**src/rtl/vram_arbiter.sv**
```systemverilog
// Arbitrates one single-port video RAM between VGA scan-out reads and a FIFO-buffered
// host write port; display wins in active video, host wins in blanking, starvation forces host.
module vram_arbiter #(
    parameter int ADDR_W     = 14,
    parameter int DATA_W     = 8,
    parameter int FIFO_DEPTH = 4,
    parameter int STARVE_MAX = 16
) (
    input  logic                          clkin,
    input  logic                          rstn,
    input  logic                          blank,
    input  logic                          disp_req,
    input  logic [ADDR_W-1:0]             disp_addr,
    output logic [DATA_W-1:0]             disp_data,
    output logic                          disp_valid,
    output logic                          disp_miss,
    input  logic                          host_wr_valid,
    output logic                          host_wr_ready,
    input  logic [ADDR_W-1:0]             host_addr,
    input  logic [DATA_W-1:0]             host_wdata,
    output logic [$clog2(FIFO_DEPTH):0]   fifo_count,
    output logic                          mem_en,
    output logic                          mem_we,
    output logic [ADDR_W-1:0]             mem_addr,
    output logic [DATA_W-1:0]             mem_wdata,
    input  logic [DATA_W-1:0]             mem_rdata
);

    localparam int PTR_W = $clog2(FIFO_DEPTH);
    localparam int CNT_W = PTR_W + 1;
    localparam int STV_W = $clog2(STARVE_MAX + 1);

    logic [ADDR_W-1:0] fifoAddr_q [FIFO_DEPTH];
    logic [DATA_W-1:0] fifoData_q [FIFO_DEPTH];
    logic [PTR_W-1:0]  wrPtr_q, wrPtr_d;
    logic [PTR_W-1:0]  rdPtr_q, rdPtr_d;
    logic [CNT_W-1:0]  count_q, count_d;
    logic [STV_W-1:0]  starve_q, starve_d;
    logic              memEn_q, memEn_d;
    logic              memWe_q, memWe_d;
    logic [ADDR_W-1:0] memAddr_q, memAddr_d;
    logic [DATA_W-1:0] memWdata_q, memWdata_d;
    logic              rdPend_q, missPend_q;
    logic              dispValid_q, dispMiss_q;

    logic push, fifoNonEmpty, forced, hostGrant, dispGrant;

    assign host_wr_ready = rstn && (count_q != CNT_W'(FIFO_DEPTH));
    assign push          = host_wr_valid && host_wr_ready;
    assign fifoNonEmpty  = (count_q != '0);
    assign forced        = fifoNonEmpty && (starve_q == STV_W'(STARVE_MAX));
    assign hostGrant     = fifoNonEmpty && (forced || blank || !disp_req);
    assign dispGrant     = disp_req && !hostGrant;

    always_comb begin
        wrPtr_d    = wrPtr_q;
        rdPtr_d    = rdPtr_q;
        count_d    = count_q;
        starve_d   = starve_q;
        memEn_d    = 1'b0;
        memWe_d    = 1'b0;
        memAddr_d  = memAddr_q;
        memWdata_d = memWdata_q;

        if (push) begin
            wrPtr_d = wrPtr_q + PTR_W'(1);
        end
        if (hostGrant) begin
            rdPtr_d = rdPtr_q + PTR_W'(1);
        end
        case ({push, hostGrant})
            2'b10:   count_d = count_q + CNT_W'(1);
            2'b01:   count_d = count_q - CNT_W'(1);
            default: count_d = count_q;
        endcase

        // Starvation only accrues while something is waiting and is refused
        if (hostGrant || !fifoNonEmpty) begin
            starve_d = '0;
        end else if (starve_q != STV_W'(STARVE_MAX)) begin
            starve_d = starve_q + STV_W'(1);
        end

        if (hostGrant) begin
            memEn_d    = 1'b1;
            memWe_d    = 1'b1;
            memAddr_d  = fifoAddr_q[rdPtr_q];
            memWdata_d = fifoData_q[rdPtr_q];
        end else if (dispGrant) begin
            memEn_d   = 1'b1;
            memAddr_d = disp_addr;
        end
    end

    always_ff @(posedge clkin) begin
        if (push) begin
            fifoAddr_q[wrPtr_q] <= host_addr;
            fifoData_q[wrPtr_q] <= host_wdata;
        end
    end

    // Read status travels alongside the RAM's one-cycle latency so valid/miss land in the same slot
    always_ff @(posedge clkin) begin
        if (!rstn) begin
            wrPtr_q     <= '0;
            rdPtr_q     <= '0;
            count_q     <= '0;
            starve_q    <= '0;
            memEn_q     <= 1'b0;
            memWe_q     <= 1'b0;
            memAddr_q   <= '0;
            memWdata_q  <= '0;
            rdPend_q    <= 1'b0;
            missPend_q  <= 1'b0;
            dispValid_q <= 1'b0;
            dispMiss_q  <= 1'b0;
        end else begin
            wrPtr_q     <= wrPtr_d;
            rdPtr_q     <= rdPtr_d;
            count_q     <= count_d;
            starve_q    <= starve_d;
            memEn_q     <= memEn_d;
            memWe_q     <= memWe_d;
            memAddr_q   <= memAddr_d;
            memWdata_q  <= memWdata_d;
            rdPend_q    <= dispGrant;
            missPend_q  <= disp_req && !dispGrant;
            dispValid_q <= rdPend_q;
            dispMiss_q  <= missPend_q;
        end
    end

    assign disp_data  = mem_rdata;
    assign disp_valid = dispValid_q;
    assign disp_miss  = dispMiss_q;
    assign fifo_count = count_q;
    assign mem_en     = memEn_q;
    assign mem_we     = memWe_q;
    assign mem_addr   = memAddr_q;
    assign mem_wdata  = memWdata_q;

endmodule

```
**config.mk**
```make
export PLATFORM = sky130hd
export DESIGN_NAME = vram_arbiter
export DESIGN_NICKNAME = d
export VERILOG_FILES = /design/src/rtl/vram_arbiter.sv
export SDC_FILE = /design/constraint.sdc
export NUM_CORES = 1
export LEC_CHECK = 0
export ABC_AREA = 1
export CAP_MARGIN = 20
export CORE_MARGIN = 2
export CORE_UTILIZATION = 40
export CTS_CLUSTER_SIZE = 28
export DETAILED_ROUTE_END_ITERATION = 8
export SYNTH_ARGS = -nofsm -noshare
export SYNTH_HDL_FRONTEND = slang
export SYNTH_SLANG_ARGS = --single-unit
```
**constraint.sdc**
```tcl
create_clock -name clkin -period 3.39 [get_ports clkin]
set_input_delay 0.678 -clock clkin [delete_from_list [all_inputs] [get_ports clkin]]
set_output_delay 0.678 -clock clkin [all_outputs]
set_load 0.01 [all_outputs]
```
== After elaboration in Yosys (flattened, before gate mapping) ==
Memory sizes are Yosys's and may differ from the RTL's. A register that Yosys moved wholly into a read port is not among the register bits.
Index checks and enable logic that the tools add are counted.

* Memories kept: 2
* Output and inout port bits: 38
* Memory bits (read-only): 0
* Word-level logic and storage cells: 52
* Bits in writable memories: 88
* Bits of input ports: 49
* Flip-flop bits (word level): 32
* Bits in latches: 0

* Reductions and logical operators: 18
* Div/mod/pow operators: 0
* Multipliers: 0
* Shifts and indexed selects: 0
* Equal/unequal tests: 5
* Bitwise logic cells: 1
* $lt $le $gt $ge: 0
* $add $sub $neg: 5
* Mux-type cells: 10

{| class="wikitable"
|+ Memory list
! memory !! words !! width !! rd ports !! clocked after memory_dff !! wr ports !! RTL line !! text
|-
| fifoAddr_q || 4 || 14 || 1 || 1 || 1 || 33 || <nowiki>logic [ADDR_W-1:0] fifoAddr_q [FIFO_DEPTH];</nowiki>
|-
| fifoData_q || 4 || 8 || 1 || 1 || 1 || 34 || <nowiki>logic [DATA_W-1:0] fifoData_q [FIFO_DEPTH];</nowiki>
|}

{| class="wikitable"
|+ Operators with widths
! operator !! count
|-
| $mux W14 || 2
|-
| $logic_and A1 B1 Y1 || 6
|-
| $pmux W3 S2 || 1
|-
| $add A5 B1 Y5 const B || 1
|-
| $eq A5 B5 Y1 const B || 1
|-
| $logic_not A1 Y1 || 5
|-
| $mux W1 || 5
|-
| $ne A5 B5 Y1 const B || 1
|-
| $add A2 B1 Y2 const B || 2
|-
| $mux W2 || 2
|-
| $reduce_bool A2 Y1 || 2
|-
| $add A3 B1 Y3 const B || 1
|-
| $logic_or A1 B1 Y1 || 3
|-
| $ne A3 B3 Y1 const B || 1
|-
| $reduce_bool A3 Y1 || 1
|-
| $sub A3 B1 Y3 const B || 1
|-
| $eq A2 B1 Y1 const B || 1
|-
| $eq A2 B2 Y1 const B || 1
|-
| $reduce_or A2 Y1 || 1
|-
| $not A1 Y1 || 1
|}

== Depth between registers and ports, before layout ==
* Depth after elaboration: 9
* Gate-level depth with buffers: 14
* Mapped depth without buffers: 13

== Least setup slack after synthesis ==
OpenSTA, ideal clock, no wires.

* Kind: input to register
* Start point: in rstn
* End point: mem fifoAddr_q[0][0] (enable)
* Required time: 2989 ps
* Buffers on the path: 1
* Stages: 5
* Arrival: 2388 ps
* Slack: 601 ps
* Library setup time: 401 ps
* Cells stage by stage: buf_2 > inv_2 > a21oi_1 > nand2_1 > nor2_1

* Longest elaborated chain between the ends: 4

{| class="wikitable"
|+ Ends and longest elaborated chain
! what !! RTL line !! text
|-
| from (decl) || 10 || <nowiki>input logic rstn,</nowiki>
|-
| $logic_and A1 B1 Y1 || 48 || <nowiki>assign host_wr_ready = rstn && (count_q != CNT_W'(FIFO_DEPTH));</nowiki>
|-
| via host_wr_ready || 18 || <nowiki>output logic host_wr_ready,</nowiki>
|-
| $logic_and A1 B1 Y1 || 49 || <nowiki>assign push = host_wr_valid && host_wr_ready;</nowiki>
|-
| $mux W1 || 96 || <nowiki>if (push) begin</nowiki>
|-
| $mux W1 (not written as such) || 97 || <nowiki>fifoAddr_q[wrPtr_q] <= host_addr;</nowiki>
|-
| to (decl) || 33 ||
|}

The timed path passes the listed nets, and every way through them passes these cells.

== Worst setup path after layout ==
* Start point: in rstn
* End point: out host_wr_ready

* Longest elaborated chain between the ends: 1

{| class="wikitable"
|+ Ends and longest elaborated chain
! what !! RTL line
|-
| $logic_and A1 B1 Y1 || 48
|-
| to (decl) || 18
|}

Every way passes these cells.

==> metrics.csv <==
metric,value,unit
status,"complete, no violations",
drc,0,
synthAdderAreaFrac,0.02058,
syn_nets,559,
synth_edf_count,88,
dp_hpwl,6809,µm
clk-insertion-delay-late,0.41,ns
crit_arrival,1.98,ns
yosys.area.top_type,edfxtp_1,
crit_path_end_kind,output pin,
initialDrtViolationCount,324,
num_antenna_cells,0,
rrSetupSlack,1.24,ns
layout_common_cells,"141 x nand2_1, 88 x edfxtp_1, 70 x clkdlybuf4s50_1",
dr.pass1.iters,4,
synth-async-reset-ratio,0,
drive_gt1_frac,0.09247,
syn_to_final_growth,27.96,%
total_power,5.644,mW
grt.total_usage,0.1662,
cts_num_sinks,130,
wl_per_cell,14.39,µm
dp_slack,0.5623,ns
numCtsBuffers,17,
gp_congestion,0.7559,
yosysUniqueCellTypes,26,
die_w,118.3,µm
multi_input_area,1466,µm²
synth_area,5228,µm²
r2r_end,fifo_count[2]$_SDFFE_PN0P_,
synth.area.mux_share,0,
synth-xor-area-share,0.001675,
synth_top_family_by_area,simple AND/OR/NAND/NOR gates,
period_needed,2.654,ns
cts_buffer_depth,2,
fillers,1116,
yosys.area_share.simple,0.1855,
start_util,0.4126,
startpoint,rstn,
skew,0.01878,ns
place_area,6048,µm²
cp_max_fo,2,
overflow,0,
grt_pass1_wl,18130,µm
cp-start-kind,input port,
postCtsSetupRepairBufs,0,
synthCells,502,
worst_slew_margin_rel,0.5399,
finalWirelength,10880,µm
num-nets-final,628,
yosysSeqAreaShare,0.6663,
synth_area_per_cell,10.41,µm²
maxCapViolations,0,
min_path_type,register to register,
core,12670,µm²
timing.fmax,376.8,MHz
synthFlopType,edfxtp_1,
ys_ff_latch,130,
netlist.area_leader.share,0.5055,
maxSlewViolCount,0,
cts_root_buf,clkbuf_16,
period_share,0.7829,
floorplan.rows,41,
vias,3658,
synth_compound_area_frac,0.07085,
p_per_area,843.7,nW/µm²
p_leak,2.546,nW
finalHoldViolCount,0,
grt_antenna_before_repair,0,
setup_viol,0,
r2r-start,starve_q[0]$_SDFFE_PP0N_,
yosys_warnings,0,
die_area,14000,µm²
cts_max_level,4,
cts_hold_buf,0,
final_common_cell,nand2_1,
worst_slack,0.7359,ns
seqCellArea,3483,µm²
tns,0,ns
crit_path_end,host_wr_ready,
placed_cells,724,
grt_max_degree,30,
whs_path_depth,2,
die_h,118.3,µm
ant_nets,0,
io_buffers,70,
stdcell_count,756,
clkTransAtPathRegs,0.06,ns
synth_area_leaders,"edfxtp_1 51%, dfxtp_1 16%, nand2_1 10%",
critical_path_required,2.71,ns
post_cts_resized,0,
stdcell_area,6689,µm²
grt_pass1_vias,3603,
io_pins,87,
rsz0062_at_grt,no,
vias_per_cell,4.839,
tritoncts,yes,
tightest_slew,0.6892,ns
crit_type,input port to output pin,
ir_worst_vdd,0.3796,mV
reg2reg_depth,13,
## state kept, by name, indices dropped and copies added (netlist names), 2 cells and up, named ones only
| signal | count |
|---|---|
| fifoAddr_q | 56 |
| fifoData_q | 32 |
| fifo_count | 3 |
| mem_addr | 14 |
| mem_wdata | 8 |
| rdPtr_q | 2 |
| starve_q | 5 |
| wrPtr_q | 2 |
## critical path, stage by stage
cell	delay [ns]
clkdlybuf4s50_1	0.51
inv_2	0.05
a21oi_1	0.16
clkdlybuf4s50_1	0.57
## logic make-up after synthesis
| group | after synthesis |
|---|---|
| AND/OR/NAND/NOR | 237 |
| flip-flops | 130 |
| AO/OA/AOI/OAI | 69 |
| buffers and inverters | 57 |
| adder cells (fa/ha/maj) | 8 |
| XOR/XNOR | 1 |
## report_power, final
group,total [mW],internal [mW],switching (mW)
clock,1.95,1.30,0.650
combinational,1.62,0.653,0.970
sequential,2.07,1.92,0.152
total,5.64,3.87,1.77
## through the flow
stage	hold slack [ns]	utilization
2_1_floorplan	0.3905	-
3_3_place_gp	0.4007	0.4773
3_5_place_dp	0.4000	0.4773
4_1_cts	0.4133	0.5279
5_1_grt	0.4253	0.5279
6_report	0.4095	0.5279
## synth_stat cells, types with 4 or more instances
cell type and instances:
inv_1 21, a21oi_1 28, inv_2 4, o22ai_1 8, nand3_1 45, buf_2 6, o21ai_0 21, buf_4 13
nor2_1 47, nand2_1 141, dfxtp_1 42, ha_1 7, clkbuf_1 8, o21ai_1 10, edfxtp_1 88
## metal layers
metal | routed length, µm | share of wire | vias to the layer above | global-route usage
met5 | 0 | 0 | - | 0
met4 | 165 | 0.015 | 0 | 0.06627
met1 | 5042 | 0.46 | 1716 | 0.2215
met3 | 636 | 0.058 | 16 | 0.03909
met2 | 5036 | 0.46 | 96 | 0.2619
li1 | - | - | 1830 | -
## area by class of cell
| class | count | share of cell area |
|---|---|---|
| Sequential cell | 130 | 0.5208 |
| Multi-Input combinational cell | 315 | 0.2192 |
| Timing Repair Buffer | 81 | 0.1171 |
| Clock buffer | 18 | 0.06416 |
| Tap cell | 172 | 0.03217 |
| Clock inverter | 14 | 0.03161 |
| Inverter | 26 | 0.01496 |
## worst min path at each step
stage,start,end,slack [ns]
final,rdPend_q$_SDFF_PN0_,disp_valid$_SDFF_PN0_,0.41
after floorplan,missPend_q$_SDFF_PN0_,disp_miss$_SDFF_PN0_,0.39
after CTS,rdPend_q$_SDFF_PN0_,disp_valid$_SDFF_PN0_,0.41
after global routing,rdPend_q$_SDFF_PN0_,disp_valid$_SDFF_PN0_,0.43
after detailed placement,rdPend_q$_SDFF_PN0_,disp_valid$_SDFF_PN0_,0.40
after global placement,rdPend_q$_SDFF_PN0_,disp_valid$_SDFF_PN0_,0.40
Power figures use the tool's default switching activity.
